--- src/rtl/fifo_uart_tx.sv ---
// FIFO-draining UART 8N1 transmitter: pops one byte per frame from a registered-read FIFO
// and serialises it LSB first on tx. All outputs come straight from flops.
module fifo_uart_tx #(
    parameter int unsigned DATA_WIDTH   = 8,
    parameter int unsigned CLKS_PER_BIT = 868
) (
    input  logic                  rd_clk,
    input  logic                  rst,
    input  logic                  enable,
    input  logic                  fifo_empty,
    input  logic [DATA_WIDTH-1:0] fifo_dout,
    output logic                  fifo_rd_en,
    output logic                  tx,
    output logic                  busy,
    output logic                  tx_done
);

    localparam int unsigned     CntW    = $clog2(CLKS_PER_BIT);
    localparam logic [CntW-1:0] CntLast = CntW'(CLKS_PER_BIT - 1);
    localparam logic [2:0]      BitLast = 3'(DATA_WIDTH - 1);

    typedef enum logic [2:0] {
        StIdle,
        StFetch,
        StLatch,
        StStart,
        StData,
        StStop
    } state_e;

    state_e                  state_q, state_d;
    logic [CntW-1:0]         clk_cnt_q, clk_cnt_d;
    logic [2:0]              bit_cnt_q, bit_cnt_d;
    logic [DATA_WIDTH-1:0]   shift_q, shift_d;
    logic                    tx_q, tx_d;
    logic                    rd_en_q, rd_en_d;
    logic                    done_q, done_d;

    always_comb begin
        state_d   = state_q;
        clk_cnt_d = clk_cnt_q;
        bit_cnt_d = bit_cnt_q;
        shift_d   = shift_q;

        unique case (state_q)
            StIdle: begin
                if (enable && !fifo_empty) begin
                    state_d = StFetch;
                end
            end
            StFetch: begin
                state_d = StLatch;
            end
            StLatch: begin
                // Read data is valid here, one cycle after the pop pulse.
                shift_d   = fifo_dout;
                clk_cnt_d = '0;
                bit_cnt_d = '0;
                state_d   = StStart;
            end
            StStart: begin
                if (clk_cnt_q == CntLast) begin
                    clk_cnt_d = '0;
                    bit_cnt_d = '0;
                    state_d   = StData;
                end else begin
                    clk_cnt_d = clk_cnt_q + CntW'(1);
                end
            end
            StData: begin
                if (clk_cnt_q == CntLast) begin
                    clk_cnt_d = '0;
                    if (bit_cnt_q == BitLast) begin
                        state_d = StStop;
                    end else begin
                        bit_cnt_d = bit_cnt_q + 3'd1;
                    end
                end else begin
                    clk_cnt_d = clk_cnt_q + CntW'(1);
                end
            end
            StStop: begin
                if (clk_cnt_q == CntLast) begin
                    clk_cnt_d = '0;
                    state_d   = StIdle;
                end else begin
                    clk_cnt_d = clk_cnt_q + CntW'(1);
                end
            end
            default: begin
                state_d = StIdle;
            end
        endcase

        // Outputs are decoded from next state so the flopped values line up with state_q.
        rd_en_d = (state_d == StFetch);
        done_d  = (state_d == StStop) && (clk_cnt_d == CntLast);
        unique case (state_d)
            StStart: tx_d = 1'b0;
            StData:  tx_d = shift_d[bit_cnt_d];
            default: tx_d = 1'b1;
        endcase
    end

    always_ff @(posedge rd_clk) begin
        if (rst) begin
            state_q   <= StIdle;
            clk_cnt_q <= '0;
            bit_cnt_q <= '0;
            shift_q   <= '0;
            tx_q      <= 1'b1;
            rd_en_q   <= 1'b0;
            done_q    <= 1'b0;
        end else begin
            state_q   <= state_d;
            clk_cnt_q <= clk_cnt_d;
            bit_cnt_q <= bit_cnt_d;
            shift_q   <= shift_d;
            tx_q      <= tx_d;
            rd_en_q   <= rd_en_d;
            done_q    <= done_d;
        end
    end

    assign tx         = tx_q;
    assign fifo_rd_en = rd_en_q;
    assign tx_done    = done_q;
    assign busy       = (state_q != StIdle);

endmodule

--- config.mk ---
export PLATFORM = sky130hd
export DESIGN_NAME = fifo_uart_tx
export DESIGN_NICKNAME = d
export VERILOG_FILES = /design/src/rtl/fifo_uart_tx.sv
export SDC_FILE = /design/constraint.sdc
export NUM_CORES = 1
export LEC_CHECK = 0
export ABC_AREA = 1
export ABC_CLOCK_PERIOD_IN_PS = 2600
export CAP_MARGIN = 20
export CORE_MARGIN = 4
export CORE_UTILIZATION = 54
export DETAILED_ROUTE_END_ITERATION = 16
export PLACE_DENSITY = 0.88
export SYNTH_ARGS = -nofsm -noshare
export SYNTH_HDL_FRONTEND = slang
export SYNTH_SLANG_ARGS = --single-unit
export TNS_END_PERCENT = 5
--- constraint.sdc ---
create_clock -name rd_clk -period 2.6 [get_ports rd_clk]
set_input_delay 0.52 -clock rd_clk [delete_from_list [all_inputs] [get_ports rd_clk]]
set_output_delay 0.52 -clock rd_clk [all_outputs]
set_load 0.01 [all_outputs]
; Yosys cells after proc, flatten, opt, wreduce, memory -nomap -nowiden
; Cells that the tools add are included.
[op_classes]
n_reduce_logical = 6
muxes = 16
n_lt_le_gt_ge = 1
eq_ne = 12
n_addsub = 2
[ops]
columns = op, count
row1 = 3-bit 2-to-1 mux, 8
row2 = 10-bit == test (second input constant), 2
row3 = 10-bit one-hot mux with 2 select lines, 1
row4 = 3-bit one-hot mux with 6 select lines, 1
row5 = 3-bit == test (second input constant), 5
row6 = 10-bit by 1-bit adder with 10-bit output (second input constant), 1
row7 = 10-bit 2-to-1 mux, 1
row8 = 3-bit by 2-bit == test with 1-bit output (second input constant), 3
row9 = 3-bit one-hot mux with 3 select lines, 1
row10 = 8-bit 2-to-1 mux, 1
row11 = 3-bit by 1-bit == test with 1-bit output (second input constant), 2
row12 = 3-bit by 4-bit less-than comparator with 1-bit output (second input constant), 1
row13 = 3-bit by 1-bit adder with 3-bit output (second input constant), 1
row14 = 1-bit binary-select mux with 3-bit select, 1
row15 = 3-bit logical NOT, 1
row16 = 3-bit nonzero test, 1
row17 = 3-bit OR reduction, 1
row18 = 1-bit logical AND, 2
row19 = 1-bit one-hot mux with 2 select lines, 1
row20 = 1-bit logical NOT, 1
row21 = 1-bit 2-to-1 mux, 1
[word_totals]
out_inout_bits = 4
word_cells = 44
inputBits = 12
register_bits = 27

; Depth between registers and ports, before layout
[depth]
ltp_word = 7
ltp_mapped = 14
mapped_depth_nobuf = 14

; Worst setup path before layout
; OpenSTA, ideal clock, no wires.
[synth_timing]
path_type = register to register
startpoint = register clk_cnt_q[0]
endpoint = register tx_q (netlist: tx)
setup_slack_ps = 910
arrival_time_ps = 1568
t_required_ps = 2478
period_less_slack_ps = 1690
path_stages_with_launch = 15
cell_sequence = dfxtp_1 -> ha_1 -> nand2_1 -> nor2_2 -> inv_1 -> nor2_1 -> nand3_2 -> nand2_2 -> nand2_4 -> nand2_1 -> nand3_1 -> nand3_1 -> nand2_1 -> nand2_1 -> nand3_1
[synth_between]
elab_chain_len = 6
[synth_rtl]
columns = item, line
row1 = from (decl), 32  ; logic [CntW-1:0] clk_cnt_q, clk_cnt_d;
row2 = from (signal assigned), 116  ; clk_cnt_q <= clk_cnt_d;
row3 = 10-bit == test *, "62, 71, 83"
row4 = "3-bit 2-to-1 mux, on equally long branches", "71, 62"
row5 = 3-bit one-hot mux with 3 select lines, 45  ; unique case (state_q)
row6 = 1-bit binary-select mux with 3-bit select, 100  ; StData: tx_d = shift_d[bit_cnt_d];
row7 = 1-bit 2-to-1 mux (not written as such), 100
row8 = 1-bit one-hot mux with 2 select lines *, 98  ; unique case (state_d)
row9 = to (signal assigned), 119  ; tx_q <= tx_d;
row10 = to (decl), 35  ; logic tx_q, tx_d;
; Every way passes the cells marked *; elsewhere a longest branch is shown, timed or not. The select of a mux whose other input is x is not followed.
; A chain may end at the register's enable or synchronous reset.

; Worst setup path after layout
[layout_timing]
startpoint = register state_q[0]
endpoint = output port busy
[layout_between]
elab_chain_len = 1
[layout_rtl]
columns = item, line
row1 = from (decl), 31  ; state_e state_q, state_d;
row2 = from (signal assigned), 107  ; state_q <= StIdle;
row3 = from (signal assigned), 115  ; state_q <= state_d;
row4 = 3-bit nonzero test, 128  ; assign busy = (state_q != StIdle);
row5 = to (decl), 14  ; output logic busy,
; No other way between the ends.

==> flow_metrics.tcl <==
set metrics [dict create \
    fin_setup_tns_ns 0 \
    ys_seq_area_frac 0.346 \
    slowest_stage "clkdlybuf4s50_1" \
    placed_cells 272 \
    required_ns 2.08 \
    timing.max_cap.violations 0 \
    crit_path_end_kind "output port" \
    cts_setup_buffers 0 \
    slowest_delay_ns 0.53 \
    cts_root_buffer "clkbuf_4" \
    crit_arrival_ns 1.59 \
    hold_class "reg -> reg" \
    core_area_sq_um 2760 \
    fmax_mhz 474 \
    fillCellCount 241 \
    cp_cell_sequence "inv_2 -> nand2_1 -> nor2_1 -> inv_1 -> clkdlybuf4s50_1" \
    die-area_sq_um 3820 \
    crit_start "state_q[0]$_SDFF_PP0_" \
    io_pins 16 \
    worst_pin_slew_ns 0.318 \
    crit_type "reg -> out" \
    cts_buffers 3 \
    cts_resized 0 \
    grt_pass1_vias 1263 \
    final_nets 260 \
    r2r_start "clk_cnt_q[0]$_SDFF_PP0_" \
    p_leak_nw 0.825 \
    antenna_found_initial 0 \
    grt_first_pass_wirelength_microns 5420 \
    gp_congestion 0.938 \
    setup_viol 0 \
    drv_slew 0 \
    yosys_warnings 0 \
    syn_area_sq_um 1560 \
    finalPower_w 0.000760 \
    drive_gt1_frac 0.139 \
    cts_max_path_buffers 2 \
    ys_seq_elements 27 \
    drt_iter0_drc 89 \
    rsz0062_at_grt "false" \
    status "finished, final reports clean" \
    clk_pin_slew_ns 0.15 \
    pwr_density_cell_nw_per_um2 428 \
    port_buffers 15 \
    clk_latency_ns 0.32 \
    critPathMaxFanout 6 \
    path_buf_inv 3 \
    final_cell_mix "nand2_1, nor2_1, inv_1" \
    num_rows 19 \
    final_hold_viol_count 0 \
    seq_area_sq_um 541 \
    dpl.hpwl_microns 2520 \
    critPathLaunchType "flop" \
    wirelength_microns 3220 \
    cts_htree_levels 1 \
    insertedDiodeCount 0 \
    fin_skew_ns 0.0150 \
    grt_max_degree 16 \
    cts_tree "yes" \
    synthCells 227 \
    grt-ovfl-total 0 \
    period_share 0.811 \
    final_common_cell "nand2_1" \
    wl_per_cell_microns 11.7 \
    ir_drop_mv 0.359 \
    cts_hold_buf 0 \
    multi_input_area_sq_um 878 \
    grt_usage 0.189 \
    cts_num_sinks 27 \
    chipHeight_microns 61.8 \
    via_per_inst 5.14 \
    syn_to_final_growth_pct 13.8 \
    hold_ws_ns 0.492 \
    layoutNonFillerInstCount 276 \
    avgSynthCellArea_sq_um 6.88 \
    start_util 0.566 \
    ys_types 26 \
    slew-limit-headroom 0.788 \
    period_needed_ns 2.11 \
    synth_nets 241 \
    die_w_microns 61.8 \
    crit_family "buffers and inverters" \
    hold_start "shift_q[1]$_SDFF_PP0_" \
    drtPass1Iterations 6 \
    finalCoreUtilization 0.644 \
    drcViolationCount 0 \
    final_antenna_net_count 0 \
    routed-via-count 1420 \
]
[final timing paths]
kind         cells past startpoint  slack, ns               endpoint
max reg2reg                     14       0.65          tx$_SDFF_PP1_
min reg2reg                      2       0.49  shift_q[1]$_SDFF_PP0_
max                              5       0.49                   busy
min                              2       0.49  shift_q[1]$_SDFF_PP0_
[stage by stage]
| stage | cell area, sq um | setup WS (ns) |
|---|---|---|
| after detailed placement | 1750 | 0.731 |
| after global placement | 1750 | 0.796 |
| after floorplan | 1560 | 0.910 |
| after global routing | 1780 | 0.395 |
| final | 1780 | 0.491 |
| after CTS | 1780 | 0.477 |
[tightest hold or removal path: cells and delay by family (launching register included)]
family	cells	cell delay [ns]
flip-flops	1	0.33
AND/OR/NAND/NOR	1	0.07
AO/OA/AOI/OAI	1	0.06
[kinds of logic after synthesis]
group	share of synthesized area
buffers and inverters	0.0913
AO/OA/AOI/OAI	0.0681
XOR/XNOR	0.0377
AND/OR/NAND/NOR	0.441
flip-flops	0.346
adder cells (fa/ha/maj)	0.0160
[metal layers]
metal	GRT usage	wire [microns]
met5	0	0
met4	0.0455	24
met3	0.0310	251
met2	0.303	1500
met1	0.267	1440
[cell usage after synthesis (all sizes together)]
cell	number	area share
o21a	8	0.038
clkbuf	1	0.0024
and3	1	0.0040
nand2	54	0.16
nor2	40	0.11
a21oi	2	0.0064
nor3b	1	0.0080
xor2	5	0.038
nand4	4	0.016
or2	7	0.028
buf	1	0.0024
ha	2	0.016
o21ai	5	0.018
inv	36	0.087
dfxtp	27	0.35
nand3	32	0.12
a22oi	1	0.0048
[power breakdown]
part | total (W) | internal, W | switching, W
sequential | 0.000436 | 0.000428 | 0.00000718
combinational | 0.000143 | 0.0000650 | 0.0000784
clock | 0.000181 | 0.0000600 | 0.000121
total | 0.000760 | 0.000554 | 0.000206
[sequential cells by signal, summed over array words and instances, names as in the netlist]
signal      count
clk_cnt_q      10
tx_done         1
shift_q         8
tx              1
bit_cnt_q       3
fifo_rd_en      1
state_q         3
[cell type report]
| class | instances | share of cell area |
|---|---|---|
| well taps | 31 | 0.0218 |
| inverters | 36 | 0.0761 |
| repair buffers | 16 | 0.0887 |
| multi-input cells | 162 | 0.494 |
| flip-flops and latches | 27 | 0.304 |
| clock buffers | 4 | 0.0148 |
(Power assumes the default switching activity.)
